### config.mk
export PLATFORM = sky130hd
export DESIGN_NAME = data_sram_arbiter_flat
export DESIGN_NICKNAME = d
export VERILOG_FILES = /design/src/rtl/data_sram_arbiter_if.sv /design/src/rtl/data_sram_arbiter.sv /design/src/flat_wrapper.sv
export SDC_FILE = /design/constraint.sdc
export NUM_CORES = 1
export LEC_CHECK = 0
export BUFFER_PORTS_ARGS = -buffer_cell sky130_fd_sc_hd__clkbuf_2
export CAP_MARGIN = 30
export CORE_AREA = 4 4 120 122
export CTS_CLUSTER_DIAMETER = 200
export DETAILED_ROUTE_END_ITERATION = 10
export DIE_AREA = 0 0 124 126
export SLEW_MARGIN = 20
export SYNTH_ARGS = -nofsm -noshare
export SYNTH_HDL_FRONTEND = slang
export SYNTH_SLANG_ARGS = --single-unit
### constraint.sdc
create_clock -name clk -period 4.75 [get_ports clk]
set_input_delay 0.95 -clock clk [delete_from_list [all_inputs] [get_ports clk]]
set_output_delay 0.95 -clock clk [all_outputs]
set_load 0.03 [all_outputs]
### src/rtl/data_sram_arbiter_if.sv
// rtl/data_sram_arbiter_if.sv - requester-side request/response channel of the data SRAM arbiter
interface data_sram_arbiter_if #(
   parameter int ADDR_W = 32,
   parameter int DATA_W = 32
);
   logic                  req;
   logic                  wr;
   logic [DATA_W/8-1:0]   wstrb;
   logic [ADDR_W-1:0]     addr;
   logic [DATA_W-1:0]     wdata;
   logic                  addr_ok;
   logic                  data_ok;
   logic [DATA_W-1:0]     rdata;

   modport master (
      output req, wr, wstrb, addr, wdata,
      input  addr_ok, data_ok, rdata
   );

   modport slave (
      input  req, wr, wstrb, addr, wdata,
      output addr_ok, data_ok, rdata
   );
endinterface

### src/rtl/data_sram_arbiter.sv
// rtl/data_sram_arbiter.sv - two-requester round-robin arbiter for the single-port data SRAM
// One access issued per cycle; the response (read data or write ack) returns one cycle later.
module data_sram_arbiter #(
   parameter int ADDR_W = 32,
   parameter int DATA_W = 32,
   parameter int RR_EN  = 1
) (
   input  logic                 clk,
   input  logic                 rst,
   data_sram_arbiter_if.slave   p0,
   data_sram_arbiter_if.slave   p1,
   output logic                 data_sram_en,
   output logic [DATA_W/8-1:0]  data_sram_we,
   output logic [ADDR_W-1:0]    data_sram_addr,
   output logic [DATA_W-1:0]    data_sram_wdata,
   input  logic [DATA_W-1:0]    data_sram_rdata
);

   logic last_gnt;
   logic resp_vld;
   logic resp_id;
   logic resp_wr;

   logic gnt_vld;
   logic gnt_id;
   logic gnt_wr;

   // Grant is suppressed during reset so nothing is accepted or issued.
   always_comb begin
      gnt_vld = 1'b0;
      gnt_id  = 1'b0;
      if (p0.req && p1.req) begin
         gnt_vld = 1'b1;
         gnt_id  = (RR_EN != 0) ? ~last_gnt : 1'b0;
      end else if (p0.req) begin
         gnt_vld = 1'b1;
      end else if (p1.req) begin
         gnt_vld = 1'b1;
         gnt_id  = 1'b1;
      end
      if (rst) begin
         gnt_vld = 1'b0;
      end
   end

   assign gnt_wr = gnt_id ? p1.wr : p0.wr;

   assign p0.addr_ok = gnt_vld & ~gnt_id;
   assign p1.addr_ok = gnt_vld &  gnt_id;

   assign data_sram_en    = gnt_vld;
   assign data_sram_addr  = (gnt_vld && gnt_id) ? p1.addr  : p0.addr;
   assign data_sram_wdata = (gnt_vld && gnt_id) ? p1.wdata : p0.wdata;
   assign data_sram_we    = (gnt_vld && gnt_wr) ? (gnt_id ? p1.wstrb : p0.wstrb) : '0;

   // last_gnt resets to 1 so the first tie after reset goes to port 0.
   always_ff @(posedge clk or posedge rst) begin
      if (rst) begin
         last_gnt <= 1'b1;
         resp_vld <= 1'b0;
         resp_id  <= 1'b0;
         resp_wr  <= 1'b0;
      end else if (gnt_vld) begin
         last_gnt <= gnt_id;
         resp_vld <= 1'b1;
         resp_id  <= gnt_id;
         resp_wr  <= gnt_wr;
      end else begin
         resp_vld <= 1'b0;
      end
   end

   assign p0.data_ok = resp_vld & ~resp_id;
   assign p1.data_ok = resp_vld &  resp_id;

   assign p0.rdata = (p0.data_ok && !resp_wr) ? data_sram_rdata : '0;
   assign p1.rdata = (p1.data_ok && !resp_wr) ? data_sram_rdata : '0;

endmodule
### src/flat_wrapper.sv
// flat-port wrapper written by rule: the top's interface ports become plain ports
module data_sram_arbiter_flat 
#(
   parameter int ADDR_W = 32,
   parameter int DATA_W = 32,
   parameter int RR_EN  = 1
)
  (clk, rst, data_sram_en, data_sram_we, data_sram_addr, data_sram_wdata, data_sram_rdata, p0_req, p0_wr, p0_wstrb, p0_addr, p0_wdata, p0_addr_ok, p0_data_ok, p0_rdata, p1_req, p1_wr, p1_wstrb, p1_addr, p1_wdata, p1_addr_ok, p1_data_ok, p1_rdata);
  data_sram_arbiter_if #(.ADDR_W(ADDR_W), .DATA_W(DATA_W)) p0_i ();
  data_sram_arbiter_if #(.ADDR_W(ADDR_W), .DATA_W(DATA_W)) p1_i ();
  input  logic clk;
  input  logic rst;
  output logic data_sram_en;
  output logic [DATA_W/8-1:0] data_sram_we;
  output logic [ADDR_W-1:0] data_sram_addr;
  output logic [DATA_W-1:0] data_sram_wdata;
  input  logic [DATA_W-1:0] data_sram_rdata;
  input wire logic [$bits(p0_i.req)-1:0] p0_req;
  input wire logic [$bits(p0_i.wr)-1:0] p0_wr;
  input wire logic [$bits(p0_i.wstrb)-1:0] p0_wstrb;
  input wire logic [$bits(p0_i.addr)-1:0] p0_addr;
  input wire logic [$bits(p0_i.wdata)-1:0] p0_wdata;
  output wire logic [$bits(p0_i.addr_ok)-1:0] p0_addr_ok;
  output wire logic [$bits(p0_i.data_ok)-1:0] p0_data_ok;
  output wire logic [$bits(p0_i.rdata)-1:0] p0_rdata;
  input wire logic [$bits(p1_i.req)-1:0] p1_req;
  input wire logic [$bits(p1_i.wr)-1:0] p1_wr;
  input wire logic [$bits(p1_i.wstrb)-1:0] p1_wstrb;
  input wire logic [$bits(p1_i.addr)-1:0] p1_addr;
  input wire logic [$bits(p1_i.wdata)-1:0] p1_wdata;
  output wire logic [$bits(p1_i.addr_ok)-1:0] p1_addr_ok;
  output wire logic [$bits(p1_i.data_ok)-1:0] p1_data_ok;
  output wire logic [$bits(p1_i.rdata)-1:0] p1_rdata;
  assign p0_i.req = p0_req;
  assign p0_i.wr = p0_wr;
  assign p0_i.wstrb = p0_wstrb;
  assign p0_i.addr = p0_addr;
  assign p0_i.wdata = p0_wdata;
  assign p0_addr_ok = p0_i.addr_ok;
  assign p0_data_ok = p0_i.data_ok;
  assign p0_rdata = p0_i.rdata;
  assign p1_i.req = p1_req;
  assign p1_i.wr = p1_wr;
  assign p1_i.wstrb = p1_wstrb;
  assign p1_i.addr = p1_addr;
  assign p1_i.wdata = p1_wdata;
  assign p1_addr_ok = p1_i.addr_ok;
  assign p1_data_ok = p1_i.data_ok;
  assign p1_rdata = p1_i.rdata;
  data_sram_arbiter #(.ADDR_W(ADDR_W), .DATA_W(DATA_W), .RR_EN(RR_EN)) u_core (.clk(clk), .rst(rst), .p0(p0_i), .p1(p1_i), .data_sram_en(data_sram_en), .data_sram_we(data_sram_we), .data_sram_addr(data_sram_addr), .data_sram_wdata(data_sram_wdata), .data_sram_rdata(data_sram_rdata));
endmodule
# Word level (Yosys, flattened, before mapping)
# Cells that the tools add are included.
# word_totals
latchBits,0
wordCells,31
input_bits,174
mem_count,0
ramBits,0
mem_bits_ro,0
regBits,4
# op_classes
div,0
mul,0
n_mux,14
add_sub_neg,0
eq_ne,0
n_reduce_logical,6
n_shift,0
n_lt_le_gt_ge,0
bitwise,7
# op_table
op,count
$mux 32,4
$mux 1,8
$mux 4,2
$logic_and 1x1->1,5
$and 1x1->1,4
$not 1->1,3
$logic_not 1->1,1

# Longest topological paths before layout
# Gate-level depths: netlist (run 1).
# depth
word_depth,6
ltp_mapped,5
ltp_nobuf,3

# Least setup slack after synthesis (run 1)
# No wires, ideal clock.
# synth_timing
kind,in2out
start,input port p1_req
end,output port data_sram_addr[23]
n_path_buf,1
path_slack_ps,1842
path_stages,4
required_ps,3800
arrival_time_ps,1958
path_cell_list,a21bo_4 -> nor2_8 -> buf_4 -> mux2_2
# synth_via
elab_chain_cells,6
elab_cells_between_ends,9
cone_classes,mux: 7; reduce/logical: 2
# synth_lines
element,line,rtl
start: declaration,flat_wrapper.sv:26,input wire logic [$bits(p1_i.req)-1:0] p1_req;
$mux 1,data_sram_arbiter.sv:37,end else if (p1.req) begin
$mux 1,data_sram_arbiter.sv:35,end else if (p0.req) begin
$mux 1,data_sram_arbiter.sv:32,if (p0.req && p1.req) begin
$mux 1,data_sram_arbiter.sv:41,if (rst) begin
$logic_and 1x1->1 *,data_sram_arbiter.sv:52,assign data_sram_addr = (gnt_vld && gnt_id) ? p1.addr : p0.addr;
$mux 32 *,data_sram_arbiter.sv:52,
end: declaration,flat_wrapper.sv:15,output logic [ADDR_W-1:0] data_sram_addr;
# Every way passes the cells marked *; elsewhere a longest branch is shown, timed or not.

# Worst setup path after layout (run 1)
# layout_timing
start,input port p1_req
end,output port data_sram_addr[31]
# The elaborated chain is that of the path after synthesis.

==> results of run 1 <==
==> logic make-up after synthesis <==
| family | synth area share (%) |
|---|---|
| multiplexers | 50.49 |
| buffers and inverters | 8.037 |
| AO/OA/AOI/OAI | 4.625 |
| flip-flops | 6.141 |
| AND/OR/NAND/NOR | 30.71 |
==> per-layer routing <==
metal | vias up | GRT usage [%]
li1 | 1212 | -
met1 | 1053 | 9.707
met2 | 148 | 19.47
met3 | 2 | 1.345
met4 | 0 | 0.9665
met5 | - | 0
==> critical path, delay by kind of cell <==
kind,cells,cell delay [ns]
AOI/OAI and AO/OA,1,0.27
and+or+nand+nor,1,0.38
buffers and inverters,3,0.55
muxes,1,0.39
==> final cells by class <==
class                   instances  share of cell area, %
clock buffers                   4                  2.298
repair buffers                315                  46.68
multi-input cells             157                  41.43
well taps                     176                  6.419
flip-flops and latches          4                  2.954
inverters                       2                 0.2188
==> power by group through the flow <==
stage	sequential, W	clock, W	combinational [W]
after global placement	0.0000440	0	0.000444
after CTS	0.0000440	0.000137	0.000446
after global routing	0.0000446	0.000141	0.000467
after detailed placement	0.0000444	0	0.000444
final	0.0000440	0.000134	0.000440
after floorplan	0.0000424	0	0.000293
==> cells in the final DEF, fill, tap and decap left out, types with 2 or more instances in the layout <==
cell / Yosys / final
clkbuf_16: 0 / 3
a21oi_1: 4 / 4
buf_4: 3 / 4
mux2_4: 30 / 30
nor2b_1: 2 / 2
dfrtp_1: 3 / 3
a21o_1: 2 / 2
and2_1: 65 / 65
nand2_1: 11 / 11
mux2_2: 34 / 34
clkbuf_2: 0 / 310
inv_1: 2 / 2
==> metrics by stage <==
stage | total power (W) | cell area, um^2 | utilization (%)
4_1_cts | 0.0006263 | 3431 | 26.01
3_3_place_gp | 0.0004878 | 3352 | 25.41
5_1_grt | 0.0006527 | 3431 | 26.01
3_5_place_dp | 0.0004888 | 3352 | 25.41
2_1_floorplan | 0.0003354 | 1650 | -
6_report | 0.0006181 | 3431 | 26.01
==> registers in the layout, summed over array words and instances (netlist names) <==
| register | flops |
|---|---|
| u_core.resp_id | 1 |
| u_core.last_gnt | 1 |
| u_core.resp_wr | 1 |
| u_core.resp_vld | 1 |
==> path summary, 6_finish.rpt <==
| path | to | slack [ns] | from |
|---|---|---|---|
| worst min register to register | u_core.resp_wr | 0.51 | u_core.resp_wr |
| worst min-delay path | u_core.resp_wr | 0.51 | u_core.resp_wr |
| min in group asynchronous | u_core.resp_id | 0.71 | rst |
| worst max register to register | u_core.last_gnt | 3.34 | u_core.last_gnt |
| worst max-delay path | data_sram_addr[31] | 1.25 | p1_req |
| max in group asynchronous | u_core.last_gnt | 3.81 | rst |
==> results.yml, run 1 <==
place:
  gp_congestion: 0.7995
  pre_cts_ws_ns: 1.207
  dp.cells: 654
  portBuffers: 310
  place_hpwl_um: 7952
logic_synthesis:
  synthFlopType: "dfrtp_1"
  synth_top_cell_area_share_pct: 27.29
  yosysSeqAreaShare_pct: 6.141
  synth.area.top_cells: "mux2_4 27%, and2_1 25%, mux2_2 23%"
  synth.distinct_cells: 22
  synth-edff-count: 0
  synthTopCellsByCount: "65 x and2_1, 34 x mux2_2, 30 x mux2_4"
  synthArstFlopShare_pct: 100.0
  synthCells: 176
  synth_nets: 350
  post-synth-top-count-cell: "and2_1"
  ys_ff_latch: 4
  yosys_warnings: 0
  syn-cell-area_um2: 1650
  avgSynthCellArea_um2: 9.377
  yosys.area.top_type: "mux2_4"
pwr:
  ir_drop_uv: 148.7
  internal_power_w: 0.0003287
  share_seq_of_total_power_pct: 7.1
  p_clk_share_pct: 21.8
  pwr-share-comb_pct: 71.1
  power_density_nw_per_um2: 180.2
  netSwitchingPower_w: 0.0002894
  p_sw_share_pct: 46.82
  p_leak_nw: 2.075
floorplan:
  die_y_um: 126
  dieArea_um2: 15620
  core_area_um2: 13190
  die_w_um: 124
  row_count: 42
  io_pins: 311
  start_util_pct: 12.51
timing:
  setup_viol: 0
  slew_headroom_pct: 45.43
  period_minus_slack_ns: 3.504
  finalMaxSlewViolations: 0
  holdWs_ns: 0.5132
  finalHoldViolCount: 0
  fmax_mhz: 285.4
  fin_tns_setup_ns: 0
  fin_ws_ns: 1.246
  period_share_pct: 73.77
  worst_pin_slew_ns: 0.8186
  skew_ns: 0.004737
  rsz0062_at_grt: "no"
routing:
  vias: 2415
  wl_met1_um: 3061
  dr_wl_met3_um: 844
  top_layer: "met4"
  drcViolationCount: 0
  drt_iter0_drc: 58
  wire_per_inst_um: 13.14
  wl_met2_um: 4727
  viasPerCell: 3.670
  drtPass1Iterations: 4
  drt-total-wl_um: 8648
  postRouteAntennaNets: 0
setup_path:
  crit_fanout: 26
  path_class: "input pin to output port"
  endpoint_kind: "output port"
  slowest_stage: "mux2_2"
  cp_common_cell: "clkbuf_2"
  critPathRequiredTime_ns: 3.80
  slowest_delay_ns: 0.39
  r2r_cells: 4
  crit_chain: "clkbuf_2, a21bo_4, nor2_8, buf_12, mux2_2, clkbuf_2"
  start_kind: "input pin"
  critPathArrivalTime_ns: 2.55
global_routing:
  antenna_found_initial: 0
  grt_max_degree: 33
  gr-usage-all-layers_pct: 9.297
  grt_pass1_wl_um: 11610
  grt_pass1_vias: 2345
  overflow: 0
run:
  cap_violations: 0
clocking:
  cts_tree: "done"
  clk_path_buf_depth: 2
  cts_hold_buf: 0
  cts_resized: 0
  root_buffer: "clkbuf_16"
  clk_pin_slew_worst_paths_ns: 0.03
  h-tree-depth: 1
  post_cts_buffers: 0
  cts_buffers: 3
  clk_latency_ns: 0.22
  cts.sinks: 4
cells_and_area:
  drive_above_1_share_pct: 80.08
  layoutNonFillerInstCount: 658
  n_antenna_cell: 0
  nFillCells: 1464
  seqCellArea_um2: 101.3
  area_growth_pct: 107.9
  nets: 657
  multi_input_area_um2: 1421
run_status:
  status: "finished clean"
min_path:
  hold_class: "register to register"
  hold_depth: 2
Note: power is estimated with default switching activity, not from simulation.
==> run 2: changes to the inputs <==
--- a/config.mk
+++ b/config.mk
@@ -7,10 +7,10 @@
 export LEC_CHECK = 0
 export BUFFER_PORTS_ARGS = -buffer_cell sky130_fd_sc_hd__clkbuf_2
 export CAP_MARGIN = 30
-export CORE_AREA = 4 4 120 122
+export CORE_AREA = 4 4 117 119
 export CTS_CLUSTER_DIAMETER = 200
 export DETAILED_ROUTE_END_ITERATION = 10
-export DIE_AREA = 0 0 124 126
+export DIE_AREA = 0 0 121 123
 export SLEW_MARGIN = 20
 export SYNTH_ARGS = -nofsm -noshare
 export SYNTH_HDL_FRONTEND = slang
==> constraint.sdc (replaced) <==
create_clock -name clk -period 3.62 [get_ports clk]
set_input_delay 0.724 -clock clk [delete_from_list [all_inputs] [get_ports clk]]
set_output_delay 0.724 -clock clk [all_outputs]
set_load 0.03 [all_outputs]
==> results.yml, run 2 (same netlist as run 1, synthesis figures left out) <==
run_status:
  status: "finished clean"
global_routing:
  grt_pass1_wl_um: 11960
  grt_max_degree: 33
  antenna_found_initial: 2
  gr-usage-all-layers_pct: 9.940
  grt_pass1_vias: 2290
  overflow: 0
clocking:
  post_cts_buffers: 0
  h-tree-depth: 1
  cts_tree: "done"
  clk_latency_ns: 0.23
  cts_resized: 0
  clk_pin_slew_worst_paths_ns: 0.03
  root_buffer: "clkbuf_16"
  cts.sinks: 4
  clk_path_buf_depth: 2
  cts_buffers: 3
  cts_hold_buf: 0
pwr:
  power_density_nw_per_um2: 239.1
  ir_drop_uv: 208.7
  p_leak_nw: 2.073
routing:
  drtPass1Iterations: 4
  drt-total-wl_um: 8842
  drt_iter0_drc: 80
  postRouteAntennaNets: 0
  wire_per_inst_um: 13.54
  vias: 2418
  drcViolationCount: 0
  viasPerCell: 3.703
setup_path:
  worst-path-stages: 6
  critPathArrivalTime_ns: 2.24
  cp_common_cell: "clkbuf_2"
  crit_fanout: 29
  start_kind: "input pin"
  timing.rr.start: "u_core.last_gnt"
  cpLargestDelayFamily: "buffers and inverters"
  slowest_stage: "mux2_2"
  crit_buf_inv: 3
  path_class: "input pin to output port"
  crit_chain: "clkbuf_2, a21bo_4, nor2_8, buf_12, mux2_2, clkbuf_2"
  worstReg2RegEnd: "u_core.resp_wr"
  critPathLaunch: "p0_req"
  slowest_delay_ns: 0.37
  cp-endpoint: "data_sram_wdata[31]"
  critPathRequiredTime_ns: 2.90
  rrSetupSlack_ns: 2.38
  endpoint_kind: "output port"
  r2r_cells: 3
timing:
  period_share_pct: 81.79
  fin_tns_setup_ns: 0
  skew_ns: 0.001790
  fin_ws_ns: 0.6593
  fmax_mhz: 337.8
  slew_headroom_pct: 41.76
  holdWs_ns: 0.4762
  setup_viol: 0
  finalHoldViolCount: 0
  period_minus_slack_ns: 2.961
  finalMaxSlewViolations: 0
  worst_pin_slew_ns: 0.8736
  rsz0062_at_grt: "no"
cells_and_area:
  nFillCells: 1364
  n_antenna_cell: 0
  layout_commonest_cell: "clkbuf_2"
  area_growth_pct: 107.9
  nets: 656
  layoutNonFillerInstCount: 653
  drive_above_1_share_pct: 80.04
  layout_common_cells: "310 x clkbuf_2, 65 x and2_1, 34 x mux2_2"
  final_area_um2: 3431
place:
  portBuffers: 310
  placed_cell_area_um2: 3352
  dp.cells: 649
  place_hpwl_um: 7983
  pre_cts_ws_ns: 0.6391
  gp_congestion: 0.7687
min_path:
  hold_class: "input pin to asynchronous set/reset pin"
floorplan:
  die_w_um: 121
  core_area_um2: 12570
  die_y_um: 123
  start_util_pct: 13.13
  row_count: 41
  dieArea_um2: 14880
  io_pins: 311
run:
  cap_violations: 0
-- run 2: changes by cell type in the layout (fill, tap and decap cells not counted), sizes merged --
cell  delta
buf      -1
-- run 2: metrics by stage --
step	utilization [%]	total power [W]
floorplan	-	0.0004401
global route	27.30	0.0008627
finish	27.30	0.0008204
detailed placement	26.67	0.0006442
global placement	26.67	0.0006421
CTS	27.30	0.0008292
-- run 2: routing by layer --
layer  GRT usage, %  routed length [um]
met4          1.558                  35
met5              0                  27
met1          12.09                3337
met2          17.68                4584
met3          2.928                 857
-- run 2: worst min-delay path by stage --
| stage | endpoint | slack [ns] | depth (start not counted) |
|---|---|---|---|
| 2_1_floorplan | u_core.resp_wr | 0.46 | 2 |
| 3_3_place_gp | u_core.resp_wr | 0.50 | 2 |
| 3_5_place_dp | u_core.resp_wr | 0.52 | 2 |
| 4_1_cts | u_core.resp_vld | 0.48 | 2 |
| 5_1_grt | u_core.resp_vld | 0.50 | 2 |
| 6_report | u_core.resp_vld | 0.48 | 2 |
-- run 2: area by class of cell --
type | count | area, um^2 | area share [%]
repair buffers | 314 | 1607 | 46.83
clock buffers | 4 | 78.83 | 2.298
flip-flops and latches | 4 | 101.3 | 2.954
well taps | 172 | 215.2 | 6.273
inverters | 2 | 7.507 | 0.2188
multi-input cells | 157 | 1421 | 41.43
-- run 2: worst register-to-register path: stages (launching register included) --
cell	delay [ns]
dfstp_2	0.55
a21bo_4	0.20
o32a_1	0.27
nand2_1	0.09
-- run 2: where the power goes --
group          switching (W)  internal, W
sequential        0.00000557    0.0000515
clock              0.0000354     0.000146
combinational       0.000347     0.000236
total               0.000388     0.000433
==> run 3: changes to the inputs <==
--- a/config.mk
+++ b/config.mk
@@ -7,10 +7,10 @@
 export LEC_CHECK = 0
 export BUFFER_PORTS_ARGS = -buffer_cell sky130_fd_sc_hd__clkbuf_2
 export CAP_MARGIN = 30
-export CORE_AREA = 4 4 117 119
+export CORE_AREA = 4 4 120 122
 export CTS_CLUSTER_DIAMETER = 200
 export DETAILED_ROUTE_END_ITERATION = 10
-export DIE_AREA = 0 0 121 123
+export DIE_AREA = 0 0 124 126
 export SLEW_MARGIN = 20
 export SYNTH_ARGS = -nofsm -noshare
 export SYNTH_HDL_FRONTEND = slang
==> constraint.sdc (replaced) <==
create_clock -name clk -period 2.6 [get_ports clk]
set_input_delay 0.52 -clock clk [delete_from_list [all_inputs] [get_ports clk]]
set_output_delay 0.52 -clock clk [all_outputs]
set_load 0.03 [all_outputs]
==> results.yml, run 3 (same netlist as run 1, synthesis figures left out) <==
run_status:
  status: "finished clean"
cells_and_area:
  n_antenna_cell: 0
  area_growth_pct: 110.9
  nFillCells: 1472
  nets: 662
  layout_common_cells: "310 x clkbuf_2, 65 x and2_1, 34 x mux2_2"
  drive_above_1_share_pct: 80.29
  layoutNonFillerInstCount: 663
  layout_commonest_cell: "clkbuf_2"
routing:
  wire_per_inst_um: 13.25
  wl_met1_um: 2940
  wl_met2_um: 4935
  drcViolationCount: 0
  drt_iter0_drc: 48
  dr_wl_met3_um: 871
  viasPerCell: 3.703
  drtPass1Iterations: 4
  drt-total-wl_um: 8782
  top_layer: "met4"
  vias: 2455
  postRouteAntennaNets: 0
setup_path:
  endpoint_kind: "output port"
  cp_common_cell: "clkbuf_2"
  slowest_delay_ns: 0.35
  rrSetupSlack_ns: 1.32
  crit_fanout: 18
  start_kind: "input pin"
  slowest_stage: "mux2_2"
  critPathArrivalTime_ns: 1.90
  path_class: "input pin to output port"
  critPathRequiredTime_ns: 2.08
  crit_chain: "clkbuf_2, a21bo_4, nor2_8, buf_12, mux2_2, clkbuf_2"
clocking:
  cts.sinks: 4
  clk_pin_slew_worst_paths_ns: 0.03
  cts_hold_buf: 0
  cts_buffers: 3
  clk_path_buf_depth: 2
  clk_latency_ns: 0.22
  cts_resized: 0
  h-tree-depth: 1
  cts_tree: "done"
  post_cts_buffers: 0
  root_buffer: "clkbuf_16"
global_routing:
  grt_max_degree: 33
  grt_pass1_wl_um: 12160
  grt_pass1_vias: 2462
  gr-usage-all-layers_pct: 9.721
  antenna_found_initial: 0
  overflow: 0
floorplan:
  dieArea_um2: 15620
  die_w_um: 124
  die_y_um: 126
  io_pins: 311
  start_util_pct: 12.51
  row_count: 42
  core_area_um2: 13190
pwr:
  netSwitchingPower_w: 0.0005324
  p_sw_share_pct: 46.62
  p_clk_share_pct: 21.6
  internal_power_w: 0.0006095
  pwr-share-comb_pct: 71.4
  share_seq_of_total_power_pct: 7.0
  power_density_nw_per_um2: 328.1
  ir_drop_uv: 406.1
  p_leak_nw: 2.104
place:
  gp_congestion: 0.7838
  place_hpwl_um: 8102
  pre_cts_ws_ns: 0.1492
  portBuffers: 310
  dp.cells: 659
timing:
  fin_tns_setup_ns: 0
  skew_ns: 0.002590
  rsz0062_at_grt: "no"
  setup_viol: 0
  fin_ws_ns: 0.1764
  fmax_mhz: 412.6
  period_minus_slack_ns: 2.424
  worst_pin_slew_ns: 0.4633
  finalMaxSlewViolations: 0
  slew_headroom_pct: 69.05
  period_share_pct: 93.22
  finalHoldViolCount: 0
min_path:
  hold_class: "input pin to asynchronous set/reset pin"
run:
  cap_violations: 0
## run 3: cell types whose count changed in the layout (fill, tap and decap cells not counted), sizes merged
| cell | change |
|---|---|
| buf | +6 |
## run 3: path summary, 6_finish.rpt
check / from / endpoint / cells after the start
hold reg to reg: u_core.resp_wr / u_core.resp_wr / 2
min in group clk: u_core.resp_wr / u_core.resp_wr / 2
setup / recovery: p1_req / data_sram_wdata[0] / 6
hold / removal: rst / u_core.resp_id / 2
max in group asynchronous: rst / u_core.last_gnt / 2
setup reg to reg: u_core.last_gnt / u_core.resp_id / 4
## run 3: metal layers
layer / GRT usage [%] / vias up
met2: 20.46 / 148
met4: 0.9665 / 0
met5: 0 / -
met1: 10.07 / 1082
li1: - / 1221
met3: 1.435 / 4
## run 3: power by group through the flow
stage / clock network, W / registers (W) / logic (W)
6_report: 0.000247 / 0.0000800 / 0.000815
5_1_grt: 0.000255 / 0.0000821 / 0.000870
4_1_cts: 0.000249 / 0.0000806 / 0.000827
3_5_place_dp: 0 / 0.0000814 / 0.000825
3_3_place_gp: 0 / 0.0000804 / 0.000822
2_1_floorplan: 0 / 0.0000775 / 0.000535
## run 3: worst max-delay path: cells and delay by family
family / cells / cell delay, ns
compound gates: 1 / 0.27
buf+inv: 3 / 0.51
mux: 1 / 0.35
simple gates: 1 / 0.23
## run 3: final cells by class
type	instances	area [um^2]	area share [%]
sequential	4	101.3	2.912
clock buffer	4	78.83	2.265
timing repair buffer	320	1652	47.45
multi-input combinational	157	1421	40.83
tap	176	220.2	6.326
inverter	2	7.507	0.2157
## run 3: metrics by stage
stage                     cell area [um^2]  hold WS, ns  utilization (%)  power (W)
after floorplan                       1650       0.2854                -  0.0006128
final                                 3481       0.2659            26.39   0.001142
after CTS                             3481       0.2726            26.39   0.001157
after global placement                3402       0.5088            25.79  0.0009024
after detailed placement              3402       0.5047            25.79  0.0009066
after global routing                  3481       0.2958            26.39   0.001207
